## config.mk

```make
export PLATFORM = sky130hd
export DESIGN_NAME = multicycle_control
export DESIGN_NICKNAME = d
export VERILOG_FILES = /design/src/rtl/multicycle_control.sv
export SDC_FILE = /design/constraint.sdc
export NUM_CORES = 1
export LEC_CHECK = 0
export ABC_AREA = 1
export ABC_CLOCK_PERIOD_IN_PS = 1400
export BUFFER_PORTS_ARGS = -buffer_cell sky130_fd_sc_hd__clkbuf_2
export CAP_MARGIN = 20
export CORE_AREA = 2 2 39 41
export DETAILED_ROUTE_END_ITERATION = 6
export DIE_AREA = 0 0 41 43
export PLACE_DENSITY = 0.79
export SYNTH_ARGS = -nofsm -noshare
export SYNTH_HDL_FRONTEND = slang
export SYNTH_SLANG_ARGS = --single-unit
```

## constraint.sdc

```tcl
create_clock -name clk -period 1.4 [get_ports clk]
set_input_delay 0 -clock clk [delete_from_list [all_inputs] [get_ports clk]]
set_output_delay 0 -clock clk [all_outputs]
set_load 0.02 [all_outputs]
```

## src/rtl/multicycle_control.sv

```systemverilog
// Moore control FSM for the shared multicycle MIPS datapath.
// Outputs are decoded from the state register, plus mem_ready in the handshake states.
module multicycle_control #(
    parameter bit ILLEGAL_TRAP = 1'b1
) (
    input  logic       clk,
    input  logic       rst_n,
    input  logic [5:0] opcode,
    input  logic       mem_ready,
    output logic       pc_write,
    output logic       pc_write_cond,
    output logic       iord,
    output logic       mem_read,
    output logic       mem_write,
    output logic       ir_write,
    output logic       mem_to_reg,
    output logic       reg_dst,
    output logic       reg_write,
    output logic       alu_src_a,
    output logic [1:0] alu_src_b,
    output logic [1:0] alu_op,
    output logic [1:0] pc_source,
    output logic       illegal_op,
    output logic [3:0] state
);

    localparam int unsigned OP_W = 6;
    localparam int unsigned ST_W = 4;

    localparam logic [OP_W-1:0] OP_R    = 6'b000000;
    localparam logic [OP_W-1:0] OP_LW   = 6'b100011;
    localparam logic [OP_W-1:0] OP_SW   = 6'b101011;
    localparam logic [OP_W-1:0] OP_BEQ  = 6'b000100;
    localparam logic [OP_W-1:0] OP_ADDI = 6'b001000;
    localparam logic [OP_W-1:0] OP_J    = 6'b000010;

    localparam logic [1:0] SRCB_B     = 2'b00;
    localparam logic [1:0] SRCB_FOUR  = 2'b01;
    localparam logic [1:0] SRCB_IMM   = 2'b10;
    localparam logic [1:0] SRCB_IMMSH = 2'b11;

    localparam logic [1:0] ALU_ADD   = 2'b00;
    localparam logic [1:0] ALU_SUB   = 2'b01;
    localparam logic [1:0] ALU_FUNCT = 2'b10;

    localparam logic [1:0] PCSRC_ALU    = 2'b00;
    localparam logic [1:0] PCSRC_ALUOUT = 2'b01;
    localparam logic [1:0] PCSRC_JUMP   = 2'b10;

    typedef enum logic [ST_W-1:0] {
        S_FETCH  = 4'd0,
        S_DECODE = 4'd1,
        S_MEMADR = 4'd2,
        S_MEMRD  = 4'd3,
        S_MEMWB  = 4'd4,
        S_MEMWR  = 4'd5,
        S_EXEC   = 4'd6,
        S_ALUWB  = 4'd7,
        S_BRANCH = 4'd8,
        S_ADDIEX = 4'd9,
        S_ADDIWB = 4'd10,
        S_JUMP   = 4'd11,
        S_TRAP   = 4'd12
    } state_t;

    typedef struct packed {
        logic       pc_write;
        logic       pc_write_cond;
        logic       iord;
        logic       mem_read;
        logic       mem_write;
        logic       ir_write;
        logic       mem_to_reg;
        logic       reg_dst;
        logic       reg_write;
        logic       alu_src_a;
        logic [1:0] alu_src_b;
        logic [1:0] alu_op;
        logic [1:0] pc_source;
        logic       illegal_op;
    } ctrl_t;

    state_t state_q;
    state_t state_d;
    ctrl_t  ctrl_c;
    ctrl_t  ctrl_g;

    // State register
    always_ff @(posedge clk or negedge rst_n) begin
        if (!rst_n) begin
            state_q <= S_FETCH;
        end else begin
            state_q <= state_d;
        end
    end

    // Next-state and control decode
    always_comb begin
        state_d = state_q;
        ctrl_c  = '0;
        unique case (state_q)
            S_FETCH: begin
                ctrl_c.mem_read  = 1'b1;
                ctrl_c.alu_src_b = SRCB_FOUR;
                ctrl_c.alu_op    = ALU_ADD;
                ctrl_c.pc_source = PCSRC_ALU;
                ctrl_c.ir_write  = mem_ready;
                ctrl_c.pc_write  = mem_ready;
                if (mem_ready) begin
                    state_d = S_DECODE;
                end
            end
            S_DECODE: begin
                // Branch target precomputed while the opcode is decoded
                ctrl_c.alu_src_b = SRCB_IMMSH;
                ctrl_c.alu_op    = ALU_ADD;
                case (opcode)
                    OP_LW, OP_SW: state_d = S_MEMADR;
                    OP_R:         state_d = S_EXEC;
                    OP_BEQ:       state_d = S_BRANCH;
                    OP_ADDI:      state_d = S_ADDIEX;
                    OP_J:         state_d = S_JUMP;
                    default:      state_d = S_TRAP;
                endcase
            end
            S_MEMADR: begin
                ctrl_c.alu_src_a = 1'b1;
                ctrl_c.alu_src_b = SRCB_IMM;
                ctrl_c.alu_op    = ALU_ADD;
                state_d = (opcode == OP_SW) ? S_MEMWR : S_MEMRD;
            end
            S_MEMRD: begin
                ctrl_c.mem_read = 1'b1;
                ctrl_c.iord     = 1'b1;
                if (mem_ready) begin
                    state_d = S_MEMWB;
                end
            end
            S_MEMWB: begin
                ctrl_c.reg_write  = 1'b1;
                ctrl_c.mem_to_reg = 1'b1;
                state_d = S_FETCH;
            end
            S_MEMWR: begin
                ctrl_c.mem_write = 1'b1;
                ctrl_c.iord      = 1'b1;
                if (mem_ready) begin
                    state_d = S_FETCH;
                end
            end
            S_EXEC: begin
                ctrl_c.alu_src_a = 1'b1;
                ctrl_c.alu_src_b = SRCB_B;
                ctrl_c.alu_op    = ALU_FUNCT;
                state_d = S_ALUWB;
            end
            S_ALUWB: begin
                ctrl_c.reg_write = 1'b1;
                ctrl_c.reg_dst   = 1'b1;
                state_d = S_FETCH;
            end
            S_BRANCH: begin
                ctrl_c.alu_src_a     = 1'b1;
                ctrl_c.alu_src_b     = SRCB_B;
                ctrl_c.alu_op        = ALU_SUB;
                ctrl_c.pc_write_cond = 1'b1;
                ctrl_c.pc_source     = PCSRC_ALUOUT;
                state_d = S_FETCH;
            end
            S_ADDIEX: begin
                ctrl_c.alu_src_a = 1'b1;
                ctrl_c.alu_src_b = SRCB_IMM;
                ctrl_c.alu_op    = ALU_ADD;
                state_d = S_ADDIWB;
            end
            S_ADDIWB: begin
                ctrl_c.reg_write = 1'b1;
                state_d = S_FETCH;
            end
            S_JUMP: begin
                ctrl_c.pc_write  = 1'b1;
                ctrl_c.pc_source = PCSRC_JUMP;
                state_d = S_FETCH;
            end
            S_TRAP: begin
                // Parked trap leaves only reset as the way out
                ctrl_c.illegal_op = 1'b1;
                state_d = ILLEGAL_TRAP ? S_TRAP : S_FETCH;
            end
            default: begin
                state_d = S_FETCH;
            end
        endcase
    end

    // Reset gates every control so no enable escapes during the reset cycle
    assign ctrl_g = rst_n ? ctrl_c : '0;

    assign pc_write      = ctrl_g.pc_write;
    assign pc_write_cond = ctrl_g.pc_write_cond;
    assign iord          = ctrl_g.iord;
    assign mem_read      = ctrl_g.mem_read;
    assign mem_write     = ctrl_g.mem_write;
    assign ir_write      = ctrl_g.ir_write;
    assign mem_to_reg    = ctrl_g.mem_to_reg;
    assign reg_dst       = ctrl_g.reg_dst;
    assign reg_write     = ctrl_g.reg_write;
    assign alu_src_a     = ctrl_g.alu_src_a;
    assign alu_src_b     = ctrl_g.alu_src_b;
    assign alu_op        = ctrl_g.alu_op;
    assign pc_source     = ctrl_g.pc_source;
    assign illegal_op    = ctrl_g.illegal_op;
    assign state         = ST_W'(state_q);

endmodule
```

==> results of run 1 <==
[cell type report]
cell class,instances,area [sq um]
Sequential cell,4,105
Tap cell,16,20.0
Clock buffer,4,26.3
Timing Repair Buffer,40,262
Multi-Input combinational cell,74,415
Fill cell,121,493
Inverter,16,62.6
[per-stage QoR]
stage | hold slack [ns] | power [W]
floorplan | -0.296 | 0.000951
global placement | -0.178 | 0.00122
detailed placement | -0.178 | 0.00123
CTS | 0.131 | 0.00160
global route | 0.171 | 0.00196
finish | 0.151 | 0.00182
[worst min path at each step]
| stage | cells after the start | from | slack, ns | to |
|---|---|---|---|---|
| 6_report | 4 | mem_ready | 0.15 | state[2] |
| 3_5_place_dp | 1 | rst_n | -0.18 | state[1] |
| 5_1_grt | 4 | mem_ready | 0.17 | state[2] |
| 3_3_place_gp | 1 | rst_n | -0.18 | state[1] |
| 2_1_floorplan | 0 | rst_n | -0.30 | state[0] |
| 4_1_cts | 4 | mem_ready | 0.13 | state[2] |
[placed cells by master, fill, tap and decap left out, drive strengths merged]
cell | synthesis | routed
inv | 16 | 16
o22ai | 1 | 1
a31oi | 2 | 2
nand3 | 18 | 18
nand3b | 1 | 1
nor2 | 25 | 25
dlygate4sd3 | 0 | 1
a21oi | 3 | 3
dfrtp | 4 | 4
nor3 | 1 | 1
nand2 | 20 | 20
nor4 | 2 | 2
clkbuf | 1 | 23
o31ai | 1 | 1
buf | 1 | 20
[power by group]
part	switching [W]	leakage, nW	internal (W)
Sequential	0.000117	0.0464	0.000180
Combinational	0.000826	0.430	0.000548
Clock	0.0000460	0.0150	0.000107
Total	0.000989	0.491	0.000834
[logic make-up (layout without fill, tap and decap cells)]
logic type / count (synthesis) / count (layout) / synth area share
flip-flops: 4 / 4 / 0.197
AND/OR/NAND/NOR: 67 / 67 / 0.581
buffers and inverters: 18 / 60 / 0.140
AO/OA/AOI/OAI: 7 / 7 / 0.0813
[timing repair]
action	4_1_cts	5_1_grt
gates resized for setup	19	23
pin swaps	3	6
endpoints found under the setup margin	8	15
buffers inserted	4	5
endpoints found under the hold margin	4	0
hold buffers	1	0
[layer usage]
layer | share of wire | up-vias
li1 | - | 395
met3 | 0.054 | 2
met2 | 0.59 | 34
met4 | 0.0068 | 0
met5 | 0 | -
met1 | 0.35 | 350
[critical path: cells and delay by family (launching register included)]
kind                   cells  cell delay [ns]
flip-flops                 1             0.49
AO/OA/AOI/OAI              1             0.16
AND/OR/NAND/NOR            2             0.33
buffers and inverters      3             0.31
==> impl_metrics.csv, run 1 <==
group,metric,value,unit
run_status,status,"finished, violations left",
run_status,violations,"setup timing",
setup_path,cp_data_required_time,1.40,ns
die,die_area,1760,sq um
finish,fin_area,891,sq um
clocking,clk_pin_slew,0.04,ns
setup_path,reg2reg_slack,0.06,ns
flow_run,cap_violations,0,
synthesis,yosys_warnings,0,
routing,drtIter0Drc,17,
synthesis,netlist.area_leader.share,0.197,
pwr,leakage,0.491,nW
die,io-pin-count,30,
die,die_x,41,um
synthesis,syn_avg_cell_area,5.29,sq um
sta,layout_worst_path_cycle_share,1.09,
synthesis,synth-seq-cells,4,
synthesis,synth_edf_count,0,
clocking,cts.sinks,4,
synthesis,yosysTopAreaCell,"dfrtp_1",
setup_path,critical-path-max-stage-delay,0.49,ns
pwr,vdd_drop_max,0.644,mV
finish,n_antenna_cell,0,
setup_path,cp_max_fo,8,
sta,finalSetupTns,-0.425,ns
sta,drv_slew,0,
setup_path,reg2reg_to,"state[0]",
finish,fin_util,0.644,
place,pre_cts_slack,0.0783,ns
grt,antenna_found_initial,0,
grt,grt_first_pass_wirelength,2530,um
hold_path,worst_hold_path_type,"in2reg",
setup_path,crit_type,"reg2out",
setup_path,startpoint,"state[3]",
finish,area_delta_synth_final,75.4,%
die,start_util,0.367,
synthesis,async_flop_share,1.00,
die,fp.dieH,43,um
synthesis,ys.flop_type,"dfrtp_1",
routing,antenna_left,0,
routing,via_per_inst,5.07,
setup_path,crit_arrival,1.52,ns
routing,remaining_drc_errors,0,
synthesis,synth.most_common_cell,"nor2_1",
grt,grt_max_degree,13,
clocking,insertion_delay,0.23,ns
setup_path,path_cells,"nor2_4 > inv_2 > nor2_4 > inv_2 > a21oi_1 > buf_4",
finish,drive_gt1_frac,0.478,
die,coreArea,1380,sq um
die,num_rows,14,
place,place_area,691,sq um
synthesis,syn_inst,96,
finish,largest_reg_flops,4,
synthesis,synthesis.nets,105,
setup_path,crit_slowest_cell,"dfrtp_2",
routing,wl,1770,um
synthesis,synth_area,508,sq um
routing,firstDrtPassIters,4,
synthesis,synthTopCellsByArea,"dfrtp_1 20%, nand3_1 18%, nor2_1 17%",
sta,fin_skew,0.00752,ns
clocking,htree_num_levels,1,
sta,relSlewSlack,0.692,
synthesis,synth.yosys.seq_area_share,0.197,
clocking,clockRootBuffer,"clkbuf_4",
grt,grt_pass1_vias,695,
setup_path,crit_end,"mem_read",
setup_path,end_kind,"primary output",
place,io_buffers,29,
setup_path,ff2ff_path_depth,7,
sta,tightest_slew,0.461,ns
grt,use_met1,0.200,
routing,post_drt_wl_per_cell,11.5,um
clocking,cts_tree,"yes",
clocking,numCtsBuffers,3,
pwr,p_per_area,2050,nW/um^2
grt,top_usage_layer,"met2",
finish,final_cells,154,
grt,met2_usage,0.384,
sta,hold_viol,0,
setup_path,critPathLaunchType,"register",
setup_path,r2r_start,"state[3]",
sta,max_freq,0.657,GHz
place,gp_congestion,0.851,
sta,setup_viol,6,
sta,finalCriticalPeriod,1.52,ns
grt,met3_usage,0.0209,
synthesis,ys_top_cells_by_count,"23 x nor2_1, 20 x nand2_1, 18 x nand3_1, 12 x inv_1",
clocking,clockBufferDepth,2,
sta,fin_ws,-0.122,ns
sta,grt_setup_unrepaired,"true",
grt,grt_usage,0.199,
place,placed_cells,140,
routing,vias,781,
grt,grt_overflow,0,
place,post-dp-hpwl,1240,um
finish,nNetsFinal,148,
synthesis,synth_cell_types,17,
Note: power is estimated with default switching activity, not from simulation.
==> run 2, diff against run 1 <==
--- a/config.mk
+++ b/config.mk
@@ -10,6 +10,7 @@
 export BUFFER_PORTS_ARGS = -buffer_cell sky130_fd_sc_hd__clkbuf_2
 export CAP_MARGIN = 20
 export CORE_AREA = 2 2 39 41
+export CTS_BUF_LIST = sky130_fd_sc_hd__clkbuf_16
 export DETAILED_ROUTE_END_ITERATION = 6
 export DIE_AREA = 0 0 41 43
 export PLACE_DENSITY = 0.79
==> impl_metrics.csv, run 2 (synthesis results as in run 1) <==
group,metric,value,unit
grt,grt_overflow,0,
routing,post_drt_wl_per_cell,12.0,um
run_status,violations,"setup timing",
setup_path,path_buf_inv,3,
pwr,combPwrFrac,0.652,
setup_path,crit_end,"alu_src_b[1]",
setup_path,startpoint,"state[0]",
sta,finalSetupTns,-0.630,ns
place,post-dp-hpwl,1240,um
setup_path,cp_max_fo,4,
pwr,leakage,0.536,nW
hold_path,holdCritStartpoint,"mem_ready",
setup_path,cp_top_family,"buffers and inverters",
sta,max_freq,0.650,GHz
grt,grt_first_pass_wirelength,2490,um
place,io_buffers,29,
die,die_x,41,um
routing,remaining_drc_errors,0,
sta,tightest_slew,0.463,ns
clocking,clk_pin_slew,0.03,ns
clocking,clockBufferDepth,2,
setup_path,crit_slowest_cell,"dfrtp_2",
routing,wl,1880,um
finish,area_delta_synth_final,90.1,%
die,die_area,1760,sq um
hold_path,worst_hold_path_type,"in2reg",
sta,grt_setup_unrepaired,"true",
finish,fin_util,0.698,
setup_path,r2r_start,"state[1]",
sta,drv_slew,0,
setup_path,end_kind,"primary output",
die,start_util,0.367,
setup_path,critPathLaunchType,"register",
grt,grt_pass1_vias,658,
die,num_rows,14,
setup_path,path_cells,"buf_4 > buf_4 > nor2_4 > nand2_1 > a31oi_1 > buf_2",
setup_path,critical-path-max-stage-delay,0.44,ns
sta,layout_worst_path_cycle_share,1.10,
setup_path,crit_type,"reg2out",
grt,grt_usage,0.198,
pwr,vdd_drop_max,1.11,mV
sta,fin_skew,0.00154,ns
pwr,report.power.total,0.00215,W
sta,relSlewSlack,0.691,
routing,antenna_left,0,
place,gp_congestion,0.851,
routing,drtIter0Drc,11,
die,coreArea,1380,sq um
grt,antenna_found_initial,0,
setup_path,reg2reg_to,"state[2]",
finish,drive_gt1_frac,0.496,
setup_path,crit_arrival,1.54,ns
finish,n_antenna_cell,0,
routing,vias,804,
sta,fin_ws,-0.138,ns
pwr,p_sw,0.00104,W
pwr,p_per_area,2230,nW/um^2
setup_path,reg2reg_slack,0.06,ns
pwr,swShare,0.485,
clocking,insertion_delay,0.22,ns
clocking,clockRootBuffer,"clkbuf_16",
routing,firstDrtPassIters,5,
clocking,cts.sinks,4,
sta,hold_viol,0,
flow_run,cap_violations,0,
pwr,p_int,0.00111,W
setup_path,cp_data_required_time,1.40,ns
pwr,p_clk_frac,0.211,
hold_path,worstHoldPathCells,4,
sta,setup_viol,9,
clocking,numCtsBuffers,3,
run_status,status,"finished, violations left",
finish,nNetsFinal,151,
setup_path,timing.critical_path.mode_cell,"buf_4",
setup_path,ff2ff_path_depth,9,
die,fp.dieH,43,um
pwr,seqPwrFrac,0.137,
clocking,htree_num_levels,1,
finish,largest_reg_flops,4,
grt,grt_max_degree,13,
finish,layout_common_cells,"18 x nand3_1, 18 x clkbuf_2, 18 x buf_4",
setup_path,cp_num_cells,6,
sta,finalCriticalPeriod,1.54,ns
die,io-pin-count,30,
clocking,cts_tree,"yes",
routing,via_per_inst,5.12,
==> run 2: cell count changes in the layout (fill, tap and decap cells not counted), sizes merged <==
| cell | delta |
|---|---|
| buf | +3 |
| clkbuf | -1 |
| inv | +1 |
==> run 2: layer usage <==
layer	up-vias	share of wire	GRT usage
met1	354	0.37	0.222
met2	45	0.55	0.369
met5	-	0	0
met4	0	0.020	0.0267
li1	399	-	-
met3	6	0.056	0.0314
==> run 2: worst min-delay path by stage <==
stage,end,slack (ns)
detailed placement,state[1],-0.18
finish,state[2],0.15
global route,state[2],0.17
CTS,state[2],0.13
floorplan,state[0],-0.30
global placement,state[1],-0.18
==> run 2: cell type report <==
class                      instances  area, sq um
clock buffer                       3         75.1
sequential                         4          105
multi-input combinational         74          415
timing repair buffer              43          287
tap                               16         20.0
fill                             104          418
clock inverter                     1         3.75
inverter                          16         60.1
==> run 2: power groups by stage <==
stage | sequential (W) | combinational [W] | clock (W)
final | 0.000295 | 0.00140 | 0.000453
after global routing | 0.000301 | 0.00152 | 0.000473
after CTS | 0.000303 | 0.00109 | 0.000458
after detailed placement | 0.000271 | 0.000957 | 0
after global placement | 0.000270 | 0.000948 | 0
after floorplan | 0.000314 | 0.000637 | 0
==> run 2: stage by stage <==
| stage | worst slack, ns | cells | cell area (sq um) | hold slack [ns] |
|---|---|---|---|---|
| 2_1_floorplan | -0.0109 | 96 | 529 | -0.296 |
| 3_3_place_gp | 0.134 | 140 | 691 | -0.178 |
| 3_5_place_dp | 0.0783 | 140 | 691 | -0.178 |
| 4_1_cts | -0.0874 | 148 | 845 | 0.129 |
| 5_1_grt | -0.198 | 157 | 966 | 0.171 |
| 6_report | -0.138 | 157 | 966 | 0.150 |
==> run 2: what timing repair did <==
| action | CTS | global route |
|---|---|---|
| pin swaps | 3 | 9 |
| setup buffers | 3 | 9 |
| endpoints found under the setup margin | 8 | 15 |
| gates cloned | 0 | 0 |
| hold buffers | 1 | 0 |
| endpoints found under the hold margin | 4 | 0 |
| gates resized for setup | 15 | 26 |
==> run 2: worst register-to-register path, stage by stage, from the launching register on <==
cell     delay, ns
dfrtp_2       0.45
buf_4         0.17
inv_2         0.10
nor2_4        0.06
nand2_1       0.09
nand3_1       0.08
nor2_1        0.12
nand2_1       0.06
nand2_1       0.05
nand2_1       0.04
